$ cat config.mk
export PLATFORM = sky130hd
export DESIGN_NAME = seg_scan_decoder
export DESIGN_NICKNAME = d
export VERILOG_FILES = /design/src/rtl/seg_scan_decoder.sv
export SDC_FILE = /design/constraint.sdc
export NUM_CORES = 1
export LEC_CHECK = 0
export BUFFER_PORTS_ARGS = -buffer_cell sky130_fd_sc_hd__buf_2
export CAP_MARGIN = 20
export CORE_MARGIN = 3
export CORE_UTILIZATION = 54
export CTS_BUF_LIST = sky130_fd_sc_hd__clkbuf_16
export CTS_CLUSTER_SIZE = 40
export DETAILED_ROUTE_END_ITERATION = 7
export PLACE_DENSITY = 0.87
export REMOVE_ABC_BUFFERS = 1
export SYNTH_ARGS = -nofsm -noshare
export SYNTH_HDL_FRONTEND = slang
export SYNTH_SLANG_ARGS = --single-unit
export TNS_END_PERCENT = 50
$ cat constraint.sdc
create_clock -name clk -period 2.2 [get_ports clk]
set_clock_uncertainty 0.05 [all_clocks]
set_input_delay 0.11 -clock clk [delete_from_list [all_inputs] [get_ports clk]]
set_output_delay 0.11 -clock clk [all_outputs]
set_load 0.02 [all_outputs]
$ cat src/rtl/seg_scan_decoder.sv
// Decodes a multiplexed 4-digit seven-segment scan back into a 16-bit hex frame.
// Optional decimal-point capture is enabled with `define SEG_SCAN_DP_EN.
`timescale 1ns/1ps
module seg_scan_decoder #(
  parameter int unsigned STABLE_CYC  = 4,
  parameter int unsigned TIMEOUT_CYC = 65535
) (
  input  logic        clk,
  input  logic        rst,
  input  logic [6:0]  seg,
  input  logic [3:0]  an,
`ifdef SEG_SCAN_DP_EN
  input  logic        dp,
  output logic [3:0]  dp_out,
`endif
  output logic [15:0] value,
  output logic [3:0]  digit_err,
  output logic        frame_valid,
  output logic        stale
);

  localparam logic [1:0] S_IDLE   = 2'd0;
  localparam logic [1:0] S_SETTLE = 2'd1;
  localparam logic [1:0] S_HELD   = 2'd2;

  localparam logic [7:0]  STB = 8'(STABLE_CYC);
  localparam logic [19:0] TMO = 20'(TIMEOUT_CYC);

  logic [6:0]  seg_s1_q, seg_s2_q, seg_p_q;
  logic [3:0]  an_s1_q, an_s2_q, an_p_q;
  logic [1:0]  state_q, state_d;
  logic [7:0]  cnt_q, cnt_d, cnt_nxt;
  logic [19:0] to_q, to_d;
  logic [3:0]  mask_q, mask_d;
  logic [15:0] slot_v_q, slot_v_d;
  logic [3:0]  slot_e_q, slot_e_d;
  logic [15:0] value_q, value_d;
  logic [3:0]  err_q, err_d;
  logic        fv_q, fv_d;
  logic        stale_q, stale_d;
  logic        onehot, same, cap, done, tmo;
  logic [1:0]  idx;
  logic [4:0]  dec;

  function automatic logic [4:0] glyph(input logic [6:0] p);
    logic [4:0] r;
    case (p)
      7'b1111110: r = 5'h00;
      7'b0110000: r = 5'h01;
      7'b1101101: r = 5'h02;
      7'b1111001: r = 5'h03;
      7'b0110011: r = 5'h04;
      7'b1011011: r = 5'h05;
      7'b1011111: r = 5'h06;
      7'b1110000: r = 5'h07;
      7'b1111111: r = 5'h08;
      7'b1111011: r = 5'h09;
      7'b1110111: r = 5'h0a;
      7'b0011111: r = 5'h0b;
      7'b1001110: r = 5'h0c;
      7'b0111101: r = 5'h0d;
      7'b1001111: r = 5'h0e;
      7'b1000111: r = 5'h0f;
      default:    r = 5'h10;
    endcase
    return r;
  endfunction

  always_comb begin
    onehot = 1'b1;
    idx    = 2'd0;
    case (an_s2_q)
      4'b1110: idx = 2'd0;
      4'b1101: idx = 2'd1;
      4'b1011: idx = 2'd2;
      4'b0111: idx = 2'd3;
      default: onehot = 1'b0;
    endcase
  end

  assign dec     = glyph(seg_s2_q);
  assign same    = (seg_s2_q == seg_p_q) && (an_s2_q == an_p_q);
  assign cnt_nxt = same ? cnt_q + 8'd1 : 8'd1;
  assign done    = (mask_q == 4'hf);

  always_comb begin
    state_d = state_q;
    cnt_d   = cnt_q;
    cap     = 1'b0;
    case (state_q)
      S_IDLE: begin
        if (onehot) begin
          state_d = S_SETTLE;
          cnt_d   = 8'd1;
        end
      end
      S_SETTLE: begin
        if (!onehot) begin
          state_d = S_IDLE;
          cnt_d   = 8'd0;
        end else if (cnt_nxt == STB) begin
          cap     = 1'b1;
          state_d = S_HELD;
          cnt_d   = 8'd0;
        end else begin
          cnt_d = cnt_nxt;
        end
      end
      S_HELD: begin
        // only a digit-enable change re-arms capture
        if (an_s2_q != an_p_q) begin
          state_d = onehot ? S_SETTLE : S_IDLE;
          cnt_d   = onehot ? 8'd1 : 8'd0;
        end
      end
      default: begin
        state_d = S_IDLE;
        cnt_d   = 8'd0;
      end
    endcase
  end

  assign tmo = (to_q == TMO) && !cap;

  always_comb begin
    to_d     = cap ? 20'd0 : (to_q == TMO ? to_q : to_q + 20'd1);
    slot_v_d = slot_v_q;
    slot_e_d = slot_e_q;
    mask_d   = mask_q;
    value_d  = value_q;
    err_d    = err_q;
    fv_d     = done;
    stale_d  = stale_q;
    if (done || tmo) mask_d = 4'h0;
    if (tmo) stale_d = 1'b1;
    if (cap) begin
      slot_v_d[{idx, 2'b00} +: 4] = dec[3:0];
      slot_e_d[idx] = dec[4];
      mask_d[idx]   = 1'b1;
    end
    if (done) begin
      value_d = slot_v_q;
      err_d   = slot_e_q;
      stale_d = 1'b0;
    end
  end

  always_ff @(posedge clk) begin
    if (rst) begin
      seg_s1_q <= 7'h00;
      seg_s2_q <= 7'h00;
      seg_p_q  <= 7'h00;
      an_s1_q  <= 4'hf;
      an_s2_q  <= 4'hf;
      an_p_q   <= 4'hf;
      state_q  <= S_IDLE;
      cnt_q    <= 8'd0;
      to_q     <= 20'd0;
      mask_q   <= 4'h0;
      slot_v_q <= 16'h0;
      slot_e_q <= 4'h0;
      value_q  <= 16'h0;
      err_q    <= 4'h0;
      fv_q     <= 1'b0;
      stale_q  <= 1'b1;
    end else begin
      seg_s1_q <= seg;
      seg_s2_q <= seg_s1_q;
      seg_p_q  <= seg_s2_q;
      an_s1_q  <= an;
      an_s2_q  <= an_s1_q;
      an_p_q   <= an_s2_q;
      state_q  <= state_d;
      cnt_q    <= cnt_d;
      to_q     <= to_d;
      mask_q   <= mask_d;
      slot_v_q <= slot_v_d;
      slot_e_q <= slot_e_d;
      value_q  <= value_d;
      err_q    <= err_d;
      fv_q     <= fv_d;
      stale_q  <= stale_d;
    end
  end

`ifdef SEG_SCAN_DP_EN
  logic       dp_s1_q, dp_s2_q;
  logic [3:0] dp_slot_q, dp_slot_d;
  logic [3:0] dp_out_q, dp_out_d;

  always_comb begin
    dp_slot_d = dp_slot_q;
    dp_out_d  = dp_out_q;
    if (cap) dp_slot_d[idx] = dp_s2_q;
    if (done) dp_out_d = dp_slot_q;
  end

  always_ff @(posedge clk) begin
    if (rst) begin
      dp_s1_q   <= 1'b0;
      dp_s2_q   <= 1'b0;
      dp_slot_q <= 4'h0;
      dp_out_q  <= 4'h0;
    end else begin
      dp_s1_q   <= dp;
      dp_s2_q   <= dp_s1_q;
      dp_slot_q <= dp_slot_d;
      dp_out_q  <= dp_out_d;
    end
  end

  assign dp_out = dp_out_q;
`endif

  assign value       = value_q;
  assign digit_err   = err_q;
  assign frame_valid = fv_q;
  assign stale       = stale_q;

endmodule
Yosys cells after proc, flatten, opt, wreduce, memory -nomap -nowiden
Cells that the tools add are included.
{"block": "word_totals", "regBits": 109, "output_inout_bits": 22, "word_cells": 93}
{"block": "op_classes", "add_sub_neg": 3, "magnitude_cmp": 2, "n_eq_ne": 31, "shift": 2, "mux": 27, "bitwise_logic": 1, "reduce_logical": 11}
{"operator": "$eq 7x7->1 const B", "count": 12}
{"operator": "$pmux 5 s16", "count": 1}
{"operator": "$mux 8", "count": 5}
{"operator": "$pmux 8 s3", "count": 1}
{"operator": "$eq 7x6->1 const B", "count": 3}
{"operator": "$add 20x1->20 const B", "count": 1}
{"operator": "$eq 20x16->1 const B", "count": 1}
{"operator": "$bwmux 16", "count": 1}
{"operator": "$eq 4x4->1 const B", "count": 4}
{"operator": "$shift 4x6->16 const A", "count": 1}
{"operator": "$shiftx 4x6->16", "count": 1}
{"operator": "$pmux 2 s3", "count": 2}
{"operator": "$mux 1", "count": 9}
{"operator": "$add 8x1->8 const B", "count": 1}
{"operator": "$eq 8x3->1 const B", "count": 1}
{"operator": "$mux 2", "count": 4}
{"operator": "$mux 4", "count": 2}
{"operator": "$eq 7x5->1 const B", "count": 1}
{"operator": "$eq 7x7->1", "count": 1}
{"operator": "$neg 4->6", "count": 1}
{"operator": "$bwmux 4", "count": 1}
{"operator": "$eq 4x3->1 const B", "count": 1}
{"operator": "$eq 4x4->1", "count": 1}
{"operator": "$ne 2x2->1 const B", "count": 2}
{"operator": "17 further kinds", "count": 19}

Longest topological paths before layout
{"block": "depth", "depth_word": 13, "depth_mapped": 9, "ltp_nobuf": 8}

Least setup slack after synthesis
OpenSTA, ideal clock, no wires.
{"block": "synth_path", "path_kind": "reg-to-reg", "startpoint": "register an_s2_q[1]", "endpoint": "register slot_v_q[0]", "setup_ns": 0.059, "t_arrival_ns": 2.113, "required_time_ns": 2.091, "setup_slack_ns": -0.022, "path_stages_with_launch": 8, "n_path_buf": 1, "synth_period_minus_slack_ns": 2.222, "cell_sequence": "dfxtp_1 xor2_1 nor4_4 nand4_4 or4_1 buf_2 and4b_1 a31o_1"}
{"block": "synth_via", "elab_chain_cells": 7, "elab_cells_between_ends": 18}
{"element": "start, declared", "line_no": "30", "text": "logic [3:0] an_s1_q, an_s2_q, an_p_q;"}
{"element": "start signal, assigned", "line_no": "171", "text": "an_s2_q <= an_s1_q;"}
{"element": "parallel branches: the longest is 7 deep, another holds $neg 4->6"}
{"element": "end signal, assigned", "line_no": "177", "text": "slot_v_q <= slot_v_d;"}
{"element": "end, declared", "line_no": "35", "text": "logic [15:0] slot_v_q, slot_v_d;"}
Parallel ways; which one is timed is not known.
A chain may end at the register's enable or synchronous reset.

Final worst setup path
{"block": "layout_path", "startpoint": "register seg_p_q[6]", "endpoint": "register slot_v_q[3]"}
{"block": "layout_via", "elab_chain_cells": 7}
{"element": "start, declared", "line_no": "29", "text": "logic [6:0] seg_s1_q, seg_s2_q, seg_p_q;"}
{"element": "start signal, assigned", "line_no": "169", "text": "seg_p_q <= seg_s2_q;"}
{"element": "$eq 7x7->1", "line_no": "82", "text": "assign same = (seg_s2_q == seg_p_q) && (an_s2_q == an_p_q);"}
{"element": "$logic_and 1x1->1", "line_no": "82"}
{"element": "$mux 8", "line_no": "83", "text": "assign cnt_nxt = same ? cnt_q + 8'd1 : 8'd1;"}
{"element": "$eq 8x3->1", "line_no": "101", "text": "end else if (cnt_nxt == STB) begin"}
{"element": "$mux 1", "line_no": "101"}
{"element": "$mux 1", "line_no": "98", "text": "if (!onehot) begin"}
{"element": "$mux 1", "line_no": "90", "text": "case (state_q)"}
No other way between the ends.

==> flow_summary.yaml <==
global_routing:
  overflow: 0
  grt_pass1_wl_mm: 17.54
  antenna_found_initial: 0
  grt_max_degree: 27
  grt_usage_pct: 21.24
  grt_pass1_vias: 3985
drt:
  num_vias: 4280
  postRouteAntennaNets: 0
  route.met3.wl_um: 579
  wl_mm: 11.19
  wl_met1_mm: 4.605
  drcViolationCount: 0
  dr.max_layer_used: "met4"
  viasPerCell: 5.839
  dr_wl_met2_mm: 5.683
  first_pass_iters: 5
  wl_per_cell_um: 15.27
  drt_iter0_markers: 185
sta:
  finalCritPeriodShare_pct: 100.8
  rsz0062_at_grt: "yes"
  min_period_ps: 2217
  hold_violations: 0
  fmax_mhz: 451.0
  worst_slack_ps: -17.13
  max_slew_margin_pct: 53.55
  slew_viol_final: 0
  setup_viol: 2
  tightest_slew_ps: 696.8
setup_path:
  crit_chain: "xor2_1 > nor4_2 > buf_4 > nand4_4 > nor4_4 > buf_6 > buf_12 > nand4_1 > a21oi_1"
  path_max_fanout: 9
  slowest_delay_ps: 350
  path_delay_family: "simple AND/OR/NAND/NOR gates"
  crit_type: "flop to flop"
  crit_arrival_ps: 2440
  crit_required_ps: 2420
  slowest_stage: "nor4_4"
  cp-start-kind: "flop"
  endpoint_kind: "flop"
  cp_num_buf_inv: 3
layout:
  n_antenna_cell: 0
  nFillCells: 624
  area.growth.synth_to_final_pct: 24.12
  nets: 645
  post-route-util_pct: 70.52
  drive_gt1_share_pct: 24.36
synth:
  async_flop_share_pct: 0
  synth_seq_cells: 109
  syn_area_per_cell_um2: 8.738
  netlist_instances: 545
  yosysTopAreaCell: "dfxtp_1"
  ys.flop_type: "dfxtp_1"
  synthesis.area_um2: 4762
  yosysWarnings: 0
  synthAdderAreaFrac_pct: 2.365
  synth_top_family_by_area: "simple AND/OR/NAND/NOR gates"
  synthTopCellsByArea: "dfxtp_1, nand2_1, xor2_1"
  yosysSeqAreaShare_pct: 45.82
  yosys.area.top_type_share_pct: 45.82
  synth_compound_area_share_pct: 13.58
  synth-simple-area-share_pct: 28.22
  synthXorXnorAreaFrac_pct: 5.518
  synth.area.mux_share_pct: 1.156
  synth_edf_count: 0
  ys_types: 59
clocking:
  cts_tree: "built"
  numCtsBuffers: 9
  insertion_delay_ps: 350
  clk_path_buf_depth: 2
  cts.reportedPaths.clkPinSlew_ps: 80
  htree_levels: 3
  cts_root_buffer: "clkbuf_16"
  clock-sinks: 109
floorplan:
  core_um2: 8382
  die_h_um: 99.91
  die_w_um: 99.91
  io_pins: 35
  initial_utilization_pct: 56.81
  die-area_um2: 9981
  rows: 33
pwr:
  power.share.switching_pct: 23.75
  powerDensity_nw_per_um2: 676.6
  peakVddDrop_mv: 0.3816
  share_seq_of_total_power_pct: 50.7
  p_clk_share_pct: 41.9
  leakagePower_nw: 2.337
  pwr-share-comb_pct: 7.5
  power_mw: 3.999
  p_int_mw: 3.049
  power_switching_mw: 0.9500
outcome:
  violations: "setup timing"
  status: "complete, but fails checks"
run:
  cap_viol_max_count: 0
place:
  io_buffers: 34
  dp_hpwl_mm: 7.018
  gp_congestion: 0.8471
  dpl_worst_slack_ps: -66.92
worst_hold_path:
  hold_path_class: "input port to flop"
-- placed cells by master, fill, tap and decap left out, types with 3 or more instances in the layout --
master	netlist	routed
and3_1	7	6
nand3_1	14	14
nor3_1	12	11
nand2_2	0	3
ha_1	9	8
or2_2	16	16
o211ai_1	6	6
and4_1	4	4
a21oi_1	36	36
a311oi_1	3	3
dlygate4sd3_1	0	11
mux2_2	3	3
clkbuf_16	0	10
a21o_1	4	4
nor2b_1	26	26
o21ai_1	0	12
o21ai_0	27	15
a31oi_1	5	4
buf_4	1	47
nand2_1	79	76
nand2b_1	5	4
nor2_1	37	34
or3_1	3	3
dfxtp_1	109	102
xnor2_1	8	8
and2_4	0	3
xor2_1	22	22
nor2_2	0	3
dfxtp_2	0	7
nand4_1	26	26
buf_2	7	34
nor4_4	2	3
inv_1	5	5
-- final timing paths --
path	start	to	slack [ps]	depth (start not counted)
worst min register to register	an_s1_q[3]	an_s2_q[3]	370	1
worst max register to register	seg_p_q[6]	slot_v_q[3]	-20	9
worst max-delay path	seg_p_q[6]	slot_v_q[3]	-20	9
worst min-delay path	rst	frame_valid	140	2
-- sequential cells by signal, summed over array words and instances, names as in the netlist --
name,cells
mask_q,4
an_p_q,4
an_s1_q,4
digit_err,4
seg_p_q,7
frame_valid,1
state_q,2
slot_v_q,16
slot_e_q,4
stale,1
to_q,20
seg_s2_q,7
cnt_q,8
an_s2_q,4
value,16
seg_s1_q,7
-- power groups by stage --
stage	logic, mW	registers, mW	clock network, mW
2_1_floorplan	0.136	2.08	0
3_3_place_gp	0.251	2.07	0
3_5_place_dp	0.261	2.07	0
4_1_cts	0.280	2.03	1.70
5_1_grt	0.326	2.03	1.76
6_report	0.298	2.03	1.67
-- cell usage after synthesis (2+ instances only) --
cell / count
a2111oi_0: 4
a21o_1: 4
a21oi_1: 36
a311oi_1: 3
a31o_1: 2
a31oi_1: 5
and2_1: 4
and3_1: 7
and3b_1: 2
and4_1: 4
and4b_1: 2
buf_1: 3
buf_2: 7
buf_6: 2
clkbuf_1: 16
dfxtp_1: 109
ha_1: 9
inv_1: 5
mux2_2: 3
nand2_1: 79
nand2b_1: 5
nand3_1: 14
nand4_1: 26
nand4b_1: 2
nor2_1: 37
nor2b_1: 26
nor3_1: 12
nor3b_1: 2
nor4_1: 3
nor4_4: 2
o211a_1: 2
o211ai_1: 6
o21ai_0: 27
o21bai_1: 2
o22ai_1: 3
o31ai_1: 2
or2_2: 16
or3_1: 3
xnor2_1: 8
xor2_1: 22
-- through the flow --
stage          hold slack (ps)  cell area, µm²  instances  setup TNS, ps
3_5_place_dp             244.6            5270        699         -550.6
3_3_place_gp             241.6            5270        699              0
6_report                 135.5            5911        733         -22.07
5_1_grt                  168.2            5911        733          -1052
2_1_floorplan            126.7            4626        516         -15820
4_1_cts                  136.9            5759        728              0
-- worst reg2reg max path, delay by kind of cell, from the launching register on --
kind / cells / cell delay [ps]
xor gates and xnor gates: 1 / 160
DFF: 1 / 310
and+or+nand+nor: 4 / 930
AOI/OAI and AO/OA: 1 / 210
buffers and inverters: 3 / 480
-- per-layer routing --
layer,up-vias,global-route usage (%)
li1,2069,-
met1,2019,24.42
met2,154,37.87
met3,38,3.961
met4,0,10.08
met5,-,0
-- final cells by class --
class / count / area [µm²] / area share (%)
Multi-Input combinational cell: 401 / 2536 / 42.91
Sequential cell: 109 / 2191 / 37.07
Timing Repair Buffer: 96 / 709.4 / 12.00
Clock buffer: 9 / 225.2 / 3.810
Tap cell: 105 / 131.4 / 2.223
Clock inverter: 7 / 95.09 / 1.609
Inverter: 6 / 22.52 / 0.3810
-- what timing repair did --
item	CTS	global route
pin swaps	2	12
buffers inserted	2	3
hold buffers	11	0
cloned	0	2
gates resized for setup	12	41
hold endpoints to repair	11	0
setup endpoints to repair	34	47
-- cell families (layout without fill, tap and decap cells) --
logic type / count (synthesis) / in the layout
AO/OA/AOI/OAI: 105 / 105
XOR/XNOR: 30 / 30
adder cells (fa/ha/maj): 9 / 9
buffers and inverters: 35 / 118
flip-flops: 109 / 109
multiplexers: 5 / 5
AND/OR/NAND/NOR: 252 / 252
Note: power is estimated with default switching activity, not from simulation.
